**config.mk**
```make
export PLATFORM = sky130hd
export DESIGN_NAME = bp_layered_decoder_controller_flat
export DESIGN_NICKNAME = d
export VERILOG_FILES = /design/src/rtl/bp_layered_decoder_controller_if.sv /design/src/rtl/bp_layered_decoder_controller.sv /design/src/flat_wrapper.sv
export SDC_FILE = /design/constraint.sdc
export NUM_CORES = 1
export LEC_CHECK = 0
export ABC_CLOCK_PERIOD_IN_PS = 3650
export CAP_MARGIN = 20
export CORE_MARGIN = 10
export CORE_UTILIZATION = 55
export DETAILED_ROUTE_END_ITERATION = 6
export PLACE_DENSITY_LB_ADDON = 0.08
export SLEW_MARGIN = 15
export SYNTH_ARGS = -nofsm -noshare
export SYNTH_HDL_FRONTEND = slang
export SYNTH_SLANG_ARGS = --single-unit
```
**constraint.sdc**
```tcl
create_clock -name clk -period 3.65 [get_ports clk]
set_input_delay 1.095 -clock clk [delete_from_list [all_inputs] [get_ports clk]]
set_output_delay 1.095 -clock clk [all_outputs]
set_load 0.01 [all_outputs]
```
**src/rtl/bp_layered_decoder_controller_if.sv**
```systemverilog
// Control/status bundle between the layered BP controller and its neighbours
// (decoder wrapper handshake plus datapath strobes and status).
interface bp_layered_decoder_controller_if #(
    parameter int unsigned ITER_W  = 4,
    parameter int unsigned LAYER_W = 5
);
    // wrapper / datapath -> controller
    logic               start;
    logic               abort;
    logic               done_row_processing;
    logic               syndrome_ok;
    // controller -> datapath strobes
    logic               start_row_processing;
    logic               initialize_storage_matrix;
    logic               load_storage_matrix;
    logic               load_sum_vector;
    logic               select_input_to_storage_matrix;
    logic               reset_main_counter;
    logic               increment_main_counter;
    logic               reset_layer_indicator_counter;
    logic               increment_layer_indicator_counter;
    logic               reset_layer_counter;
    // controller -> wrapper status
    logic               busy;
    logic               done;
    logic               converged;
    logic               timeout_error;
    logic [ITER_W-1:0]  iterations_used;
    logic [LAYER_W-1:0] current_layer;

    // controller side
    modport master (
        input  start, abort, done_row_processing, syndrome_ok,
        output start_row_processing, initialize_storage_matrix, load_storage_matrix,
               load_sum_vector, select_input_to_storage_matrix, reset_main_counter,
               increment_main_counter, reset_layer_indicator_counter,
               increment_layer_indicator_counter, reset_layer_counter,
               busy, done, converged, timeout_error, iterations_used, current_layer
    );

    // wrapper / datapath side
    modport slave (
        output start, abort, done_row_processing, syndrome_ok,
        input  start_row_processing, initialize_storage_matrix, load_storage_matrix,
               load_sum_vector, select_input_to_storage_matrix, reset_main_counter,
               increment_main_counter, reset_layer_indicator_counter,
               increment_layer_indicator_counter, reset_layer_counter,
               busy, done, converged, timeout_error, iterations_used, current_layer
    );
endinterface

```
**src/rtl/bp_layered_decoder_controller.sv**
```systemverilog
// Sequencer for the layered belief-propagation LDPC datapath: walks every
// layer of each iteration, then iterations until the cap, early termination,
// a row-processing timeout or an abort. Outputs are registered and change on
// the same edge as the state they belong to.
module bp_layered_decoder_controller #(
    parameter int unsigned NUM_LAYERS     = 16,
    parameter int unsigned MAX_ITERATIONS = 10,
    parameter int unsigned ITER_W         = 4,
    parameter int unsigned LAYER_W        = 5,
    parameter int unsigned TIMEOUT_CYCLES = 1024,
    parameter bit          EARLY_TERM_EN  = 1'b1
) (
    input  logic clk,
    input  logic reset_n,
    bp_layered_decoder_controller_if.master ctrl
);

    localparam int unsigned WAIT_W = (TIMEOUT_CYCLES > 1) ? $clog2(TIMEOUT_CYCLES) : 1;

    typedef enum logic [2:0] {
        S_IDLE, S_INIT, S_ROW_START, S_ROW_WAIT, S_ROW_WRITE, S_ITER_END, S_DONE
    } state_e;

    state_e              state_q;
    logic [LAYER_W-1:0]  layer_q;
    logic [ITER_W-1:0]   iter_q;
    logic [WAIT_W-1:0]   wait_q;
    logic                srp_q, ism_q, lsm_q, lsv_q, sel_q;
    logic                rmc_q, imc_q, rlic_q, ilic_q, rlc_q;
    logic                busy_q, done_q, conv_q, tout_q;
    logic [ITER_W-1:0]   iters_used_q;
    logic                abort_c;

    // abort is honoured in every busy state except the final DONE cycle
    assign abort_c = ctrl.abort && (state_q != S_IDLE) && (state_q != S_DONE);

    // state, counters and registered outputs; strobes default low each cycle
    always_ff @(posedge clk or negedge reset_n) begin
        if (!reset_n) begin
            state_q      <= S_IDLE;
            layer_q      <= '0;
            iter_q       <= '0;
            wait_q       <= '0;
            srp_q        <= 1'b0;
            ism_q        <= 1'b0;
            lsm_q        <= 1'b0;
            lsv_q        <= 1'b0;
            sel_q        <= 1'b0;
            rmc_q        <= 1'b0;
            imc_q        <= 1'b0;
            rlic_q       <= 1'b0;
            ilic_q       <= 1'b0;
            rlc_q        <= 1'b0;
            busy_q       <= 1'b0;
            done_q       <= 1'b0;
            conv_q       <= 1'b0;
            tout_q       <= 1'b0;
            iters_used_q <= '0;
        end else begin
            srp_q  <= 1'b0;
            ism_q  <= 1'b0;
            lsm_q  <= 1'b0;
            lsv_q  <= 1'b0;
            sel_q  <= 1'b0;
            rmc_q  <= 1'b0;
            imc_q  <= 1'b0;
            rlic_q <= 1'b0;
            ilic_q <= 1'b0;
            rlc_q  <= 1'b0;
            done_q <= 1'b0;
            if (abort_c) begin
                state_q <= S_DONE;
                done_q  <= 1'b1;
                conv_q  <= 1'b0;
            end else begin
                case (state_q)
                    S_IDLE: begin
                        if (ctrl.start) begin
                            state_q      <= S_INIT;
                            ism_q        <= 1'b1;
                            rmc_q        <= 1'b1;
                            rlic_q       <= 1'b1;
                            rlc_q        <= 1'b1;
                            busy_q       <= 1'b1;
                            conv_q       <= 1'b0;
                            tout_q       <= 1'b0;
                            iters_used_q <= '0;
                            layer_q      <= '0;
                            iter_q       <= '0;
                        end
                    end
                    S_INIT: begin
                        state_q <= S_ROW_START;
                        srp_q   <= 1'b1;
                        wait_q  <= '0;
                    end
                    S_ROW_START: begin
                        state_q <= S_ROW_WAIT;
                    end
                    S_ROW_WAIT: begin
                        if (ctrl.done_row_processing) begin
                            state_q <= S_ROW_WRITE;
                            lsm_q   <= 1'b1;
                            lsv_q   <= 1'b1;
                            sel_q   <= 1'b1;
                            ilic_q  <= 1'b1;
                        end else if (wait_q == WAIT_W'(TIMEOUT_CYCLES - 1)) begin
                            state_q <= S_DONE;
                            done_q  <= 1'b1;
                            tout_q  <= 1'b1;
                        end else begin
                            wait_q <= wait_q + WAIT_W'(1);
                        end
                    end
                    S_ROW_WRITE: begin
                        if (layer_q == LAYER_W'(NUM_LAYERS - 1)) begin
                            state_q      <= S_ITER_END;
                            layer_q      <= '0;
                            imc_q        <= 1'b1;
                            rlic_q       <= 1'b1;
                            iters_used_q <= iter_q + ITER_W'(1);
                        end else begin
                            state_q <= S_ROW_START;
                            layer_q <= layer_q + LAYER_W'(1);
                            srp_q   <= 1'b1;
                            wait_q  <= '0;
                        end
                    end
                    S_ITER_END: begin
                        if (EARLY_TERM_EN && ctrl.syndrome_ok) begin
                            state_q <= S_DONE;
                            done_q  <= 1'b1;
                            conv_q  <= 1'b1;
                        end else if (iter_q == ITER_W'(MAX_ITERATIONS - 1)) begin
                            state_q <= S_DONE;
                            done_q  <= 1'b1;
                            conv_q  <= 1'b0;
                        end else begin
                            state_q <= S_ROW_START;
                            iter_q  <= iter_q + ITER_W'(1);
                            srp_q   <= 1'b1;
                            wait_q  <= '0;
                        end
                    end
                    S_DONE: begin
                        state_q <= S_IDLE;
                        busy_q  <= 1'b0;
                    end
                    default: begin
                        state_q <= S_IDLE;
                        busy_q  <= 1'b0;
                    end
                endcase
            end
        end
    end

    assign ctrl.start_row_processing              = srp_q;
    assign ctrl.initialize_storage_matrix         = ism_q;
    assign ctrl.load_storage_matrix               = lsm_q;
    assign ctrl.load_sum_vector                   = lsv_q;
    assign ctrl.select_input_to_storage_matrix    = sel_q;
    assign ctrl.reset_main_counter                = rmc_q;
    assign ctrl.increment_main_counter            = imc_q;
    assign ctrl.reset_layer_indicator_counter     = rlic_q;
    assign ctrl.increment_layer_indicator_counter = ilic_q;
    assign ctrl.reset_layer_counter               = rlc_q;
    assign ctrl.busy                              = busy_q;
    assign ctrl.done                              = done_q;
    assign ctrl.converged                         = conv_q;
    assign ctrl.timeout_error                     = tout_q;
    assign ctrl.iterations_used                   = iters_used_q;
    assign ctrl.current_layer                     = layer_q;

endmodule

```
**src/flat_wrapper.sv**
```systemverilog
// flat-port wrapper written by rule: the top's interface ports become plain ports
module bp_layered_decoder_controller_flat 
#(
    parameter int unsigned NUM_LAYERS     = 16,
    parameter int unsigned MAX_ITERATIONS = 10,
    parameter int unsigned ITER_W         = 4,
    parameter int unsigned LAYER_W        = 5,
    parameter int unsigned TIMEOUT_CYCLES = 1024,
    parameter bit          EARLY_TERM_EN  = 1'b1
)
  (clk, reset_n, ctrl_start, ctrl_abort, ctrl_done_row_processing, ctrl_syndrome_ok, ctrl_start_row_processing, ctrl_initialize_storage_matrix, ctrl_load_storage_matrix, ctrl_load_sum_vector, ctrl_select_input_to_storage_matrix, ctrl_reset_main_counter, ctrl_increment_main_counter, ctrl_reset_layer_indicator_counter, ctrl_increment_layer_indicator_counter, ctrl_reset_layer_counter, ctrl_busy, ctrl_done, ctrl_converged, ctrl_timeout_error, ctrl_iterations_used, ctrl_current_layer);
  bp_layered_decoder_controller_if #(.ITER_W(ITER_W), .LAYER_W(LAYER_W)) ctrl_i ();
  input  logic clk;
  input  logic reset_n;
  input wire logic [$bits(ctrl_i.start)-1:0] ctrl_start;
  input wire logic [$bits(ctrl_i.abort)-1:0] ctrl_abort;
  input wire logic [$bits(ctrl_i.done_row_processing)-1:0] ctrl_done_row_processing;
  input wire logic [$bits(ctrl_i.syndrome_ok)-1:0] ctrl_syndrome_ok;
  output wire logic [$bits(ctrl_i.start_row_processing)-1:0] ctrl_start_row_processing;
  output wire logic [$bits(ctrl_i.initialize_storage_matrix)-1:0] ctrl_initialize_storage_matrix;
  output wire logic [$bits(ctrl_i.load_storage_matrix)-1:0] ctrl_load_storage_matrix;
  output wire logic [$bits(ctrl_i.load_sum_vector)-1:0] ctrl_load_sum_vector;
  output wire logic [$bits(ctrl_i.select_input_to_storage_matrix)-1:0] ctrl_select_input_to_storage_matrix;
  output wire logic [$bits(ctrl_i.reset_main_counter)-1:0] ctrl_reset_main_counter;
  output wire logic [$bits(ctrl_i.increment_main_counter)-1:0] ctrl_increment_main_counter;
  output wire logic [$bits(ctrl_i.reset_layer_indicator_counter)-1:0] ctrl_reset_layer_indicator_counter;
  output wire logic [$bits(ctrl_i.increment_layer_indicator_counter)-1:0] ctrl_increment_layer_indicator_counter;
  output wire logic [$bits(ctrl_i.reset_layer_counter)-1:0] ctrl_reset_layer_counter;
  output wire logic [$bits(ctrl_i.busy)-1:0] ctrl_busy;
  output wire logic [$bits(ctrl_i.done)-1:0] ctrl_done;
  output wire logic [$bits(ctrl_i.converged)-1:0] ctrl_converged;
  output wire logic [$bits(ctrl_i.timeout_error)-1:0] ctrl_timeout_error;
  output wire logic [$bits(ctrl_i.iterations_used)-1:0] ctrl_iterations_used;
  output wire logic [$bits(ctrl_i.current_layer)-1:0] ctrl_current_layer;
  assign ctrl_i.start = ctrl_start;
  assign ctrl_i.abort = ctrl_abort;
  assign ctrl_i.done_row_processing = ctrl_done_row_processing;
  assign ctrl_i.syndrome_ok = ctrl_syndrome_ok;
  assign ctrl_start_row_processing = ctrl_i.start_row_processing;
  assign ctrl_initialize_storage_matrix = ctrl_i.initialize_storage_matrix;
  assign ctrl_load_storage_matrix = ctrl_i.load_storage_matrix;
  assign ctrl_load_sum_vector = ctrl_i.load_sum_vector;
  assign ctrl_select_input_to_storage_matrix = ctrl_i.select_input_to_storage_matrix;
  assign ctrl_reset_main_counter = ctrl_i.reset_main_counter;
  assign ctrl_increment_main_counter = ctrl_i.increment_main_counter;
  assign ctrl_reset_layer_indicator_counter = ctrl_i.reset_layer_indicator_counter;
  assign ctrl_increment_layer_indicator_counter = ctrl_i.increment_layer_indicator_counter;
  assign ctrl_reset_layer_counter = ctrl_i.reset_layer_counter;
  assign ctrl_busy = ctrl_i.busy;
  assign ctrl_done = ctrl_i.done;
  assign ctrl_converged = ctrl_i.converged;
  assign ctrl_timeout_error = ctrl_i.timeout_error;
  assign ctrl_iterations_used = ctrl_i.iterations_used;
  assign ctrl_current_layer = ctrl_i.current_layer;
  bp_layered_decoder_controller #(.NUM_LAYERS(NUM_LAYERS), .MAX_ITERATIONS(MAX_ITERATIONS), .ITER_W(ITER_W), .LAYER_W(LAYER_W), .TIMEOUT_CYCLES(TIMEOUT_CYCLES), .EARLY_TERM_EN(EARLY_TERM_EN)) u_core (.clk(clk), .reset_n(reset_n), .ctrl(ctrl_i));
endmodule
```
==> metrics.cfg <==
[hold_path]
min_path_type = register to register

[cts]
clock_latency_ns = 0.35
clock-sinks = 35
cts_resized = 0
holdBufCountCts = 0
cts-buffers-inserted = 5
post_cts_buffers = 0
cts-root-buf = clkbuf_4
clockBufferDepth = 2
htree_levels = 2
tritoncts = yes
clkTransAtPathRegs_ns = 0.10

[logic_synthesis]
synth_area_per_cell_um2 = 9.68
synth_area_leaders = dfrtp_1 (45%), a31oi_1 (3.5%), nand2_1 (3.5%)
ys.flop_type = dfrtp_1
yosys-top-cells-count = dfrtp_1 (35), nand2_1 (18), a31oi_1 (11), o21ai_0 (11), a21oi_1 (10)
yosysWarnings = 0
synth_edf_count = 0
async_flop_share = 1.00
yosysTopAreaCell = dfrtp_1
synthMostInstantiatedCell = dfrtp_1
yosysSeqAreaShare = 0.448
synth_area_um2 = 1950
ys_ff_latch = 35
post_synth_inst_count = 202
yosysUniqueCellTypes = 56
synth_nets = 212
yosysTopAreaCellShare = 0.448

[setup_path]
criticalPathCategory = input pin to register
r2r_slack_ns = 1.68
end_kind = register
cpMaxStageDelayCell = clkdlybuf4s50_1
cpPeakStageDelay_ns = 0.67
path_max_fanout = 15
arrival_ns = 3.08
worstPathRequired_ns = 3.94
setup.worst_path.start_class = input pin
crit_chain = clkdlybuf4s50_1 > nand2b_1 > nor2_1 > and2_1 > mux2_2

[global_route]
antenna_found_initial = 0
grt_first_pass_wirelength_um = 7500
gr-total-overflow = 0
gr-usage-all-layers = 0.147
grt_start_max_net_pins = 36
grt_pass1_vias = 1620

[floorplan]
std_cell_rows = 21
die_width_um = 79.6
initial_core_util = 0.577
fp.coreArea_um2 = 3390
io_pins = 29
die_h_um = 79.6
die_area_um2 = 6340

[drt]
vias = 1664
drcViolationCount = 0
vias_per_cell = 6.10
first_pass_iters = 4
routed_wl_um = 4330
drtAntennaViolNets = 0
detail_route.wl_per_cell_um = 15.9
drtIter0Drc = 106

[power]
p_leak_nw = 0.990
vdd_drop_max_v = 0.000272
p_per_area_nw_per_um2 = 556
power_mw = 1.29

[timing]
setup_ws_ns = 0.853
max_freq_ghz = 0.358
clock_skew_ns = 0.0119
max_slew_margin = 0.614
hold_viol = 0
fin_crit_sh = 0.766
rsz0062_at_grt = false
fin_crit_ns = 2.80
setup_viol_count_final = 0
worst_pin_slew_ns = 0.576
tns_ns = 0
slew_violations = 0

[finish]
drive_gt1_frac = 0.0837
n_antenna_cell = 0
final_nets = 236
post-route-util = 0.683
syn2layout_area_growth_pct = 18.4
design_area_um2 = 2310
fillers = 259

[place]
gp_congestion = 0.928
port_buffers = 28
pre_cts_slack_ns = 0.517
dpl_cell_area_um2 = 2230
place_hpwl_um = 3200

[run]
cap_violations = 0

[status]
outcome = finished, final reports clean

-- cells by family (layout without fill, tap and decap cells) --
group | after synthesis | count (layout) | synth area share
AO/OA/AOI/OAI | 72 | 72 | 0.255
AND/OR/NAND/NOR | 67 | 67 | 0.201
flip-flops | 35 | 35 | 0.448
buffers and inverters | 21 | 46 | 0.0544
adder cells (fa/ha/maj) | 4 | 4 | 0.0256
multiplexers | 2 | 2 | 0.0109
XOR/XNOR | 1 | 1 | 0.00448
-- critical path, delay by kind of cell --
family,cells,cell delay [ns]
AND/OR/NAND/NOR,3,1.14
multiplexers,1,0.18
buffers and inverters,1,0.67
-- report_power, final --
part / switching (mW) / internal (mW) / total [mW]
Combinational: 0.233 / 0.208 / 0.441
Sequential: 0.103 / 0.451 / 0.554
Clock: 0.130 / 0.162 / 0.292
-- cell usage in the layout, fill, tap and decap left out, types with 7 or more instances in the layout --
cell              n
dfrtp_1          35
clkdlybuf4s50_1  28
nand2_1          18
a31oi_1          11
o21ai_0          11
a21oi_1          10
nor2_1            9
inv_1             8
nand3_1           7
o31ai_1           7
-- metrics by stage --
stage | hold WS [ns] | instances
2_1_floorplan | 0.479 | 202
3_3_place_gp | 0.460 | 265
3_5_place_dp | 0.475 | 265
4_1_cts | 0.497 | 273
5_1_grt | 0.516 | 273
6_report | 0.489 | 273
-- final cells by class --
cell class	count	area, µm²	area share
Timing Repair Buffer	29	288	0.124
Multi-Input combinational cell	146	972	0.420
Inverter	9	33.8	0.0146
Clock inverter	2	35.0	0.0151
Tap cell	46	57.6	0.0249
Clock buffer	6	51.3	0.0222
Sequential cell	35	876	0.379
-- state kept, by name, indices dropped and copies added (netlist names), 3 cells and up --
| register | cells |
|---|---|
| u_core.ctrl.iterations_used | 4 |
| u_core.ctrl.current_layer | 5 |
| u_core.wait_q | 10 |
| u_core.iter_q | 4 |
| u_core.state_q | 3 |
-- worst paths after layout --
check                                                from                             end  cells after the start
max in group asynchronous                         reset_n                u_core.wait_q[2]                      2
max reg2reg                  u_core.ctrl.current_layer[0]                u_core.wait_q[6]                      5
max                                            ctrl_abort                u_core.wait_q[0]                      5
min                        u_core.ctrl.iterations_used[0]  u_core.ctrl.iterations_used[0]                      2
min in group asynchronous                         reset_n                u_core.wait_q[9]                      2
min reg2reg                u_core.ctrl.iterations_used[0]  u_core.ctrl.iterations_used[0]                      2
-- routing by layer --
metal  part of all wire  wire length, µm  track usage
met1               0.42             1830        0.170
met4              0.012               53       0.0627
met2               0.50             2190        0.242
met5                  0                0            0
met3              0.060              258       0.0473
Power figures use the tool's default switching activity.
